`src/rtl/smg_serial_rx.sv`:
```
// -----------------------------------------------------------------------------
// smg_serial_rx
// Receive side of the 74HC595 segment-display serial link. Oversamples the
// ds_data/ds_shcp/ds_stcp lines in the clk domain and rebuilds the 16-bit
// shift and storage registers. Each latched {sel,seg} frame is decoded back
// to a hex nibble, and the multi-digit word is reassembled from the frames.
//
// Optional feature macro: SMG_RX_DP_IGNORE_EN
//   defined   : the decimal-point bit is ignored when decoding, so a lit dp
//               is still accepted. seg_out always shows the raw bit.
//   undefined : a lit dp (seg bit7 = 0) fails the table match.
//
// Parameters
//   DIGITS       digits assembled (sel bits [DIGITS-1:0]), 1..4
//   SYNC_STAGES  synchroniser depth on each link line, >= 2
//
// Ports
//   clk          system clock, rising edge
//   rst          synchronous reset, active-high
//   ds_data      serial data, sampled on the shcp rising edge
//   ds_shcp      shift clock
//   ds_stcp      storage (latch) clock
//   seg_out      latched segment byte, active-low (bit0=a .. bit6=g, bit7=dp)
//   sel_out      latched digit-select byte, active-low one-hot
//   latch_pulse  1-cycle pulse when seg_out/sel_out update
//   digit_data   assembled word; digit i in [4i+3:4i]
//   digit_valid  1-cycle pulse when digit_data updates
//   decode_err   1-cycle pulse on a rejected frame
//
// FSM states
//   state   | meaning
//   COLLECT | decode latched frames into slots, track which digits were seen
//   PUBLISH | copy slots to digit_data, clear seen mask (one cycle)
// -----------------------------------------------------------------------------
module smg_serial_rx #(
    parameter int DIGITS      = 4,
    parameter int SYNC_STAGES = 2
) (
    input  logic                  clk,
    input  logic                  rst,
    input  logic                  ds_data,
    input  logic                  ds_shcp,
    input  logic                  ds_stcp,
    output logic [7:0]            seg_out,
    output logic [7:0]            sel_out,
    output logic                  latch_pulse,
    output logic [4*DIGITS-1:0]   digit_data,
    output logic                  digit_valid,
    output logic                  decode_err
);

    localparam logic [7:0]        LOW_MASK = 8'((1 << DIGITS) - 1);
    localparam logic [DIGITS-1:0] ALL_SEEN = {DIGITS{1'b1}};

    typedef enum logic {COLLECT, PUBLISH} state_t;

    state_t                state, state_nxt;
    logic [SYNC_STAGES-1:0] data_sync, shcp_sync, stcp_sync;
    logic                  shcp_prev, stcp_prev;
    logic                  data_s, shcp_edge, stcp_edge;
    logic [15:0]           sr;
    logic [7:0]            seg_chk;
    logic                  seg_hit;
    logic [3:0]            seg_nib;
    logic [DIGITS-1:0]     dec_mask;
    logic                  sel_ok, frame_ok;
    logic [DIGITS-1:0]     seen;
    logic [4*DIGITS-1:0]   slots;
    logic                  pend;
    logic                  take_frame, queue_frame, do_publish;

    // Equal-depth synchronisers keep data aligned with its shift clock.
    always_ff @(posedge clk) begin
        if (rst) begin
            data_sync <= '0;
            shcp_sync <= '0;
            stcp_sync <= '0;
            shcp_prev <= 1'b0;
            stcp_prev <= 1'b0;
        end else begin
            data_sync <= {data_sync[SYNC_STAGES-2:0], ds_data};
            shcp_sync <= {shcp_sync[SYNC_STAGES-2:0], ds_shcp};
            stcp_sync <= {stcp_sync[SYNC_STAGES-2:0], ds_stcp};
            shcp_prev <= shcp_sync[SYNC_STAGES-1];
            stcp_prev <= stcp_sync[SYNC_STAGES-1];
        end
    end

    assign data_s    = data_sync[SYNC_STAGES-1];
    assign shcp_edge = shcp_sync[SYNC_STAGES-1] & ~shcp_prev;
    assign stcp_edge = stcp_sync[SYNC_STAGES-1] & ~stcp_prev;

    // Non-blocking update gives the latch the pre-shift sr on coincident edges.
    always_ff @(posedge clk) begin
        if (rst) begin
            sr          <= 16'hFFFF;
            seg_out     <= 8'hFF;
            sel_out     <= 8'hFF;
            latch_pulse <= 1'b0;
        end else begin
            latch_pulse <= stcp_edge;
            if (shcp_edge)
                sr <= {sr[14:0], data_s};
            if (stcp_edge)
                {sel_out, seg_out} <= sr;
        end
    end

    always_comb begin
        seg_chk = seg_out;
`ifdef SMG_RX_DP_IGNORE_EN
        seg_chk[7] = 1'b1;
`else
        seg_chk[7] = seg_out[7];
`endif
    end

    always_comb begin
        seg_hit = 1'b1;
        seg_nib = 4'h0;
        case (seg_chk)
            8'hC0: seg_nib = 4'h0;
            8'hF9: seg_nib = 4'h1;
            8'hA4: seg_nib = 4'h2;
            8'hB0: seg_nib = 4'h3;
            8'h99: seg_nib = 4'h4;
            8'h92: seg_nib = 4'h5;
            8'h82: seg_nib = 4'h6;
            8'hF8: seg_nib = 4'h7;
            8'h80: seg_nib = 4'h8;
            8'h90: seg_nib = 4'h9;
            8'h88: seg_nib = 4'hA;
            8'h83: seg_nib = 4'hB;
            8'hC6: seg_nib = 4'hC;
            8'hA1: seg_nib = 4'hD;
            8'h86: seg_nib = 4'hE;
            8'h8E: seg_nib = 4'hF;
            default: seg_hit = 1'b0;
        endcase
    end

    // Exactly one active-low select among the used digits, unused bits all high.
    assign dec_mask = ~sel_out[DIGITS-1:0];
    assign sel_ok   = $onehot(dec_mask) && ((sel_out | LOW_MASK) == 8'hFF);
    assign frame_ok = sel_ok && seg_hit;

    always_ff @(posedge clk) begin
        if (rst)
            state <= COLLECT;
        else
            state <= state_nxt;
    end

    always_comb begin
        state_nxt = state;
        case (state)
            COLLECT:
                if (take_frame && frame_ok && ((seen | dec_mask) == ALL_SEEN))
                    state_nxt = PUBLISH;
            PUBLISH:
                state_nxt = COLLECT;
            default:
                state_nxt = COLLECT;
        endcase
    end

    // A latch arriving during PUBLISH is held in pend; seg_out/sel_out stay
    // stable long enough to decode it on the following cycle.
    always_comb begin
        take_frame  = (state == COLLECT) && (latch_pulse || pend);
        queue_frame = (state == PUBLISH) && latch_pulse;
        do_publish  = (state == PUBLISH);
    end

    always_ff @(posedge clk) begin
        if (rst) begin
            seen        <= '0;
            slots       <= '0;
            pend        <= 1'b0;
            digit_data  <= '0;
            digit_valid <= 1'b0;
            decode_err  <= 1'b0;
        end else begin
            pend        <= queue_frame;
            digit_valid <= do_publish;
            decode_err  <= take_frame && !frame_ok;
            if (take_frame && frame_ok) begin
                seen <= seen | dec_mask;
                for (int i = 0; i < DIGITS; i++)
                    if (dec_mask[i])
                        slots[4*i +: 4] <= seg_nib;
            end
            if (do_publish) begin
                digit_data <= slots;
                seen       <= '0;
            end
        end
    end

endmodule
```
`config.mk`:
```
export PLATFORM = sky130hd
export DESIGN_NAME = smg_serial_rx
export DESIGN_NICKNAME = d
export VERILOG_FILES = /design/src/rtl/smg_serial_rx.sv
export SDC_FILE = /design/constraint.sdc
export NUM_CORES = 1
export LEC_CHECK = 0
export ABC_CLOCK_PERIOD_IN_PS = 4250
export CAP_MARGIN = 20
export CORE_MARGIN = 2
export CORE_UTILIZATION = 59
export DETAILED_ROUTE_END_ITERATION = 6
export HOLD_SLACK_MARGIN = 0.03
export PLACE_DENSITY = 0.95
export SYNTH_ARGS = -nofsm -noshare
export SYNTH_HDL_FRONTEND = slang
export SYNTH_SLANG_ARGS = --single-unit
```
`constraint.sdc`:
```
create_clock -name clk -period 4.25 [get_ports clk]
set_input_delay 0.85 -clock clk [delete_from_list [all_inputs] [get_ports clk]]
set_output_delay 0.85 -clock clk [all_outputs]
set_load 0.1 [all_outputs]
```
Yosys cells after proc, flatten, opt, wreduce, memory -nomap -nowiden:

Cells that the tools add are included.
W data, S select, Z words.

* register bits: 81
* output and inout bits: 35
* word-level logic and storage cells: 67
* input bits: 5

* multiplexer cells: 4
* eq/ne operators: 19
* add/subtract/negate cells: 3
* bitwise logic cells: 7
* reduce and logical (&&, ||, !) cells: 15

Operator list (number)
* $eq A8 B8 Y1 const B: 16
* $pmux W4 S15: 1
* $reduce_or A16 Y1: 1
* $eq A4 B4 Y1 const B: 2
* $reduce_and A2 Y1: 4
* $logic_and A1 B1 Y1: 7
* $add A1 B1 Y2: 2
* $not A4 Y4: 1
* $or A4 B4 Y4: 1
* $add A2 B2 Y3: 1
* $eq A3 B1 Y1 const B: 1
* $not A1 Y1: 3
* $and A1 B1 Y1: 2
* $mux W1: 2
* $pmux W1 S2: 1
* $reduce_or A2 Y1: 1
* $logic_not A1 Y1: 1
* $logic_or A1 B1 Y1: 1

Logic depth before layout (Yosys ltp):

* depth in word-level cells: 10
* depth in mapped cells: 9

Worst setup path before layout:

Ideal clock, no wire load.

* path kind: register to register
* from: reg sel_out[1]
* to: reg slots[1]
* setup slack: 892 ps
* cell stages (with the launch flop): 10
* arrival time: 3287 ps
* cells stage by stage: dfxtp_1 -> fa_1 -> inv_1 -> ha_1 -> ha_1 -> nor4bb_1 -> nand4_1 -> or3_1 -> a31oi_4 -> mux2i_1

* longest elaborated chain between the ends: 8

RTL lines
* start, declared: line 45 `output logic [7:0] sel_out,`
* start signal, assigned: line 105 `{sel_out, seg_out} <= sr;`
* $not A4 Y4: line 143 `assign dec_mask = ~sel_out[DIGITS-1:0];`
* $add A1 B1 Y2 (not written as such): line 144 `assign sel_ok = $onehot(dec_mask) && ((sel_out | LOW_MASK) == 8'hFF);`
* $add A2 B2 Y3 (not written as such): line 144
* $eq A3 B1 Y1: line 144
* $logic_and A1 B1 Y1: line 144
* $logic_and A1 B1 Y1: line 145 `assign frame_ok = sel_ok && seg_hit;`
* $logic_and A1 B1 Y1: line 187 `if (take_frame && frame_ok) begin`
* $reduce_and A2 Y1 (no line)
* end signal, assigned by index: line 191 `slots[4*i +: 4] <= seg_nib;`
* end, declared: line 68 `logic [4*DIGITS-1:0] slots;`

Every way passes these cells.
A chain may end at the register's enable or synchronous reset.

Final worst setup path:

* from: reg seg_out[2]
* to: out seg_out[2]

RTL lines
* start, declared: line 44 `output logic [7:0] seg_out,`
* start signal, assigned: line 105

No word-level cell between the ends.

==> flow_summary.ini <==
[drt]
vias_per_cell = 5.58
drcViolationCount = 0
ant_nets = 0
wl_um = 6860
wl_per_cell_um = 14.7
drt_iter0_drc = 121
dr.pass1.iters = 4
dr_total_vias = 2608

[power]
powerDensity_nw_per_um2 = 391
ir_worst_vdd_mv = 0.277
cellLeakagePower_uw = 0.00162
power.total_uw = 1540

[layout]
fin_cells = 467
fin_nets = 399
syn_to_final_growth_pct = 17.3
seqCellArea_um2 = 1620
antenna_cells = 0
multiInputGateArea_um2 = 1560
n_fill_cell = 380
drive_gt1_share_pct = 8.61

[timing]
finalCritPeriodShare_pct = 72.7
min_period_ns = 3.09
clock-skew-final_ns = 0.0121
fmax_ghz = 0.324
slew_viol_final = 0
worstMarginPinSlew_ns = 1.04
setup_viol = 0
grt_setup_unrepaired = no
fin_ws_ns = 1.16
final_hold_viol_count = 0
slew_headroom_pct = 30.5
tns_ns = 0

[synthesis]
yosysSeqAreaShare_pct = 48.3
avgSynthCellArea_um2 = 9.30
synthArstFlopShare_pct = 0
ys.flop_type = dfxtp_1
syn-instance-count = 361
synth_warnings = 0
ys_ff_latch = 81
syn_nets = 369
yosysUniqueCellTypes = 54
netlist_area_um2 = 3360
synth_edf_count = 0

[cts]
cts_buffers = 9
clock_latency_ns = 0.35
cts-resized-gates = 0
clk_pin_slew_ns = 0.08
root_buffer = clkbuf_8
numClockSinks = 81
post-cts-setup-buffers = 0
clk_path_buf_depth = 2
htree_levels = 3
ctsHoldBuffers = 0
cts_tree = done

[outcome]
status = completed

[setup_path]
rr_startpoint = sel_out[0]$_SDFFE_PP1P_
crit_family = buffers and inverters
endpoint_kind = output port
cp_data_arrival_time_ns = 2.24
r2r_cells = 9
regToRegEndpoint = slots[3]$_SDFFE_PP0P_
path_cells = clkdlybuf4s50_1
timing.setup.critical_path_class = reg2out
slowest_delay_ns = 1.23
crit_path_start_kind = flop
path_max_fanout = 15
worstPathRequired_ns = 3.40
crit_buf_inv = 1
crit_slowest_cell = clkdlybuf4s50_1
r2r_setup_slack_ns = 1.25

[placement]
dpl.hpwl_um = 4700
portBuffers = 39
placed_cells = 451
gp_congestion = 0.903
place_ws_ns = 1.38

[worst_hold_path]
hp-class = reg2reg
holdPathStages = 1
whs_endpoint = stcp_sync[1]$_SDFF_PP0_
hold_start = stcp_sync[0]$_SDFF_PP0_

[floorplanning]
core_um2 = 5510
fp.dieArea_um2 = 6310
start_util_pct = 60.9
rows = 27
die_x_um = 79.4
io_pins = 40
die_h_um = 79.4

[grt]
overflow = 0
first_global_vias = 2336
grt_max_degree = 36
antenna_found_initial = 0
grt_pass1_wl_um = 11200
grt_use_total_pct = 23.1

[job]
drv_cap = 0
[Yosys cell counts (2+ instances only)]
cell type / number / area share (%)
nand2_1: 85 / 9.5
or3b_1: 4 / 1.0
buf_2: 3 / 0.45
nand2b_1: 2 / 0.37
nor2b_1: 12 / 2.2
nand3_1: 31 / 4.6
dfxtp_1: 81 / 48
buf_6: 5 / 1.7
buf_4: 2 / 0.45
nor2_1: 19 / 2.1
and2_1: 2 / 0.37
nor3_1: 7 / 1.0
nor3b_1: 2 / 0.45
a21oi_1: 5 / 0.75
a21o_1: 2 / 0.45
clkbuf_1: 11 / 1.2
nor4b_1: 2 / 0.52
buf_1: 3 / 0.34
inv_1: 9 / 1.0
or3_1: 3 / 0.56
o31ai_4: 3 / 1.9
ha_1: 2 / 0.75
nand3b_1: 2 / 0.45
a211oi_1: 2 / 0.45
mux2i_1: 32 / 9.5
o211ai_1: 2 / 0.45
[sequential cells by signal, summed over array words and instances, names as in the netlist]
| name | count |
|---|---|
| slots | 16 |
| seen | 4 |
| shcp_sync | 2 |
| stcp_prev | 1 |
| latch_pulse | 1 |
| data_sync | 2 |
| do_publish | 1 |
| digit_valid | 1 |
| decode_err | 1 |
| sel_out | 8 |
| seg_out | 8 |
| digit_data | 16 |
| sr | 16 |
| pend | 1 |
| shcp_prev | 1 |
| stcp_sync | 2 |
[routing by layer]
| metal | routed length (um) | global-route usage, % | vias up | share of wire [%] |
|---|---|---|---|---|
| li1 | - | - | 1288 | - |
| met2 | 3510 | 38.4 | 71 | 51 |
| met5 | 0 | 0 | - | 0 |
| met1 | 2840 | 27.7 | 1231 | 41 |
| met4 | 206 | 10.2 | 0 | 3.0 |
| met3 | 304 | 6.67 | 18 | 4.4 |
[area by class of cell]
cell class / instances / share of cell area [%]
clock buffers: 10 / 3.24
repair buffers: 43 / 10.7
well taps: 72 / 2.29
multi-input cells: 247 / 39.7
inverters: 9 / 0.858
flip-flops and latches: 81 / 41.2
clock inverters: 5 / 2.07
[cells by family after synthesis]
group,after synthesis,share of synthesized area [%]
muxes,33,9.88
AOI/OAI and AO/OA,27,8.05
DFF,81,48.3
buffers and inverters,33,5.14
adders and majority gates,3,1.34
and+or+nand+nor,182,26.7
xor gates and xnor gates,2,0.522
[worst max path at each step]
stage / from / cells past startpoint / to / slack, ns
CTS: seg_out[2]$_SDFFE_PP1P_ / 1 / seg_out[2] / 1.16
global placement: sel_out[0]$_SDFFE_PP1P_ / 9 / slots[1]$_SDFFE_PP0P_ / 1.49
floorplan: sel_out[1]$_SDFFE_PP1P_ / 9 / slots[1]$_SDFFE_PP0P_ / 0.89
detailed placement: sel_out[0]$_SDFFE_PP1P_ / 9 / slots[2]$_SDFFE_PP0P_ / 1.38
global route: seg_out[2]$_SDFFE_PP1P_ / 1 / seg_out[2] / 1.06
finish: seg_out[2]$_SDFFE_PP1P_ / 1 / seg_out[2] / 1.16
[through the flow]
step | instance area (um^2) | utilization (%) | hold slack [ns]
finish | 3940 | 71.5 | 0.444
global route | 3940 | 71.5 | 0.467
CTS | 3930 | 71.3 | 0.445
detailed placement | 3720 | 67.6 | 0.426
global placement | 3720 | 67.6 | 0.417
floorplan | 3360 | - | 0.406
[placed cells by master, fill, tap and decap left out, types with 5 or more instances in the layout]
master,count
a21oi_1,5
clkbuf_8,9
clkdlybuf4s50_1,39
dfxtp_1,81
inv_1,9
mux2i_1,32
nand2_1,85
nand3_1,31
nor2_1,19
nor2b_1,12
nor3_1,7
[power by group]
group | leakage (uW) | internal, uW | switching [uW]
logic | 0.000862 | 41.1 | 102
clock network | 0.000102 | 328 | 266
registers | 0.000659 | 777 | 23.2
total | 0.00162 | 1150 | 392
No activity file was read; power rests on OpenSTA's default activity.
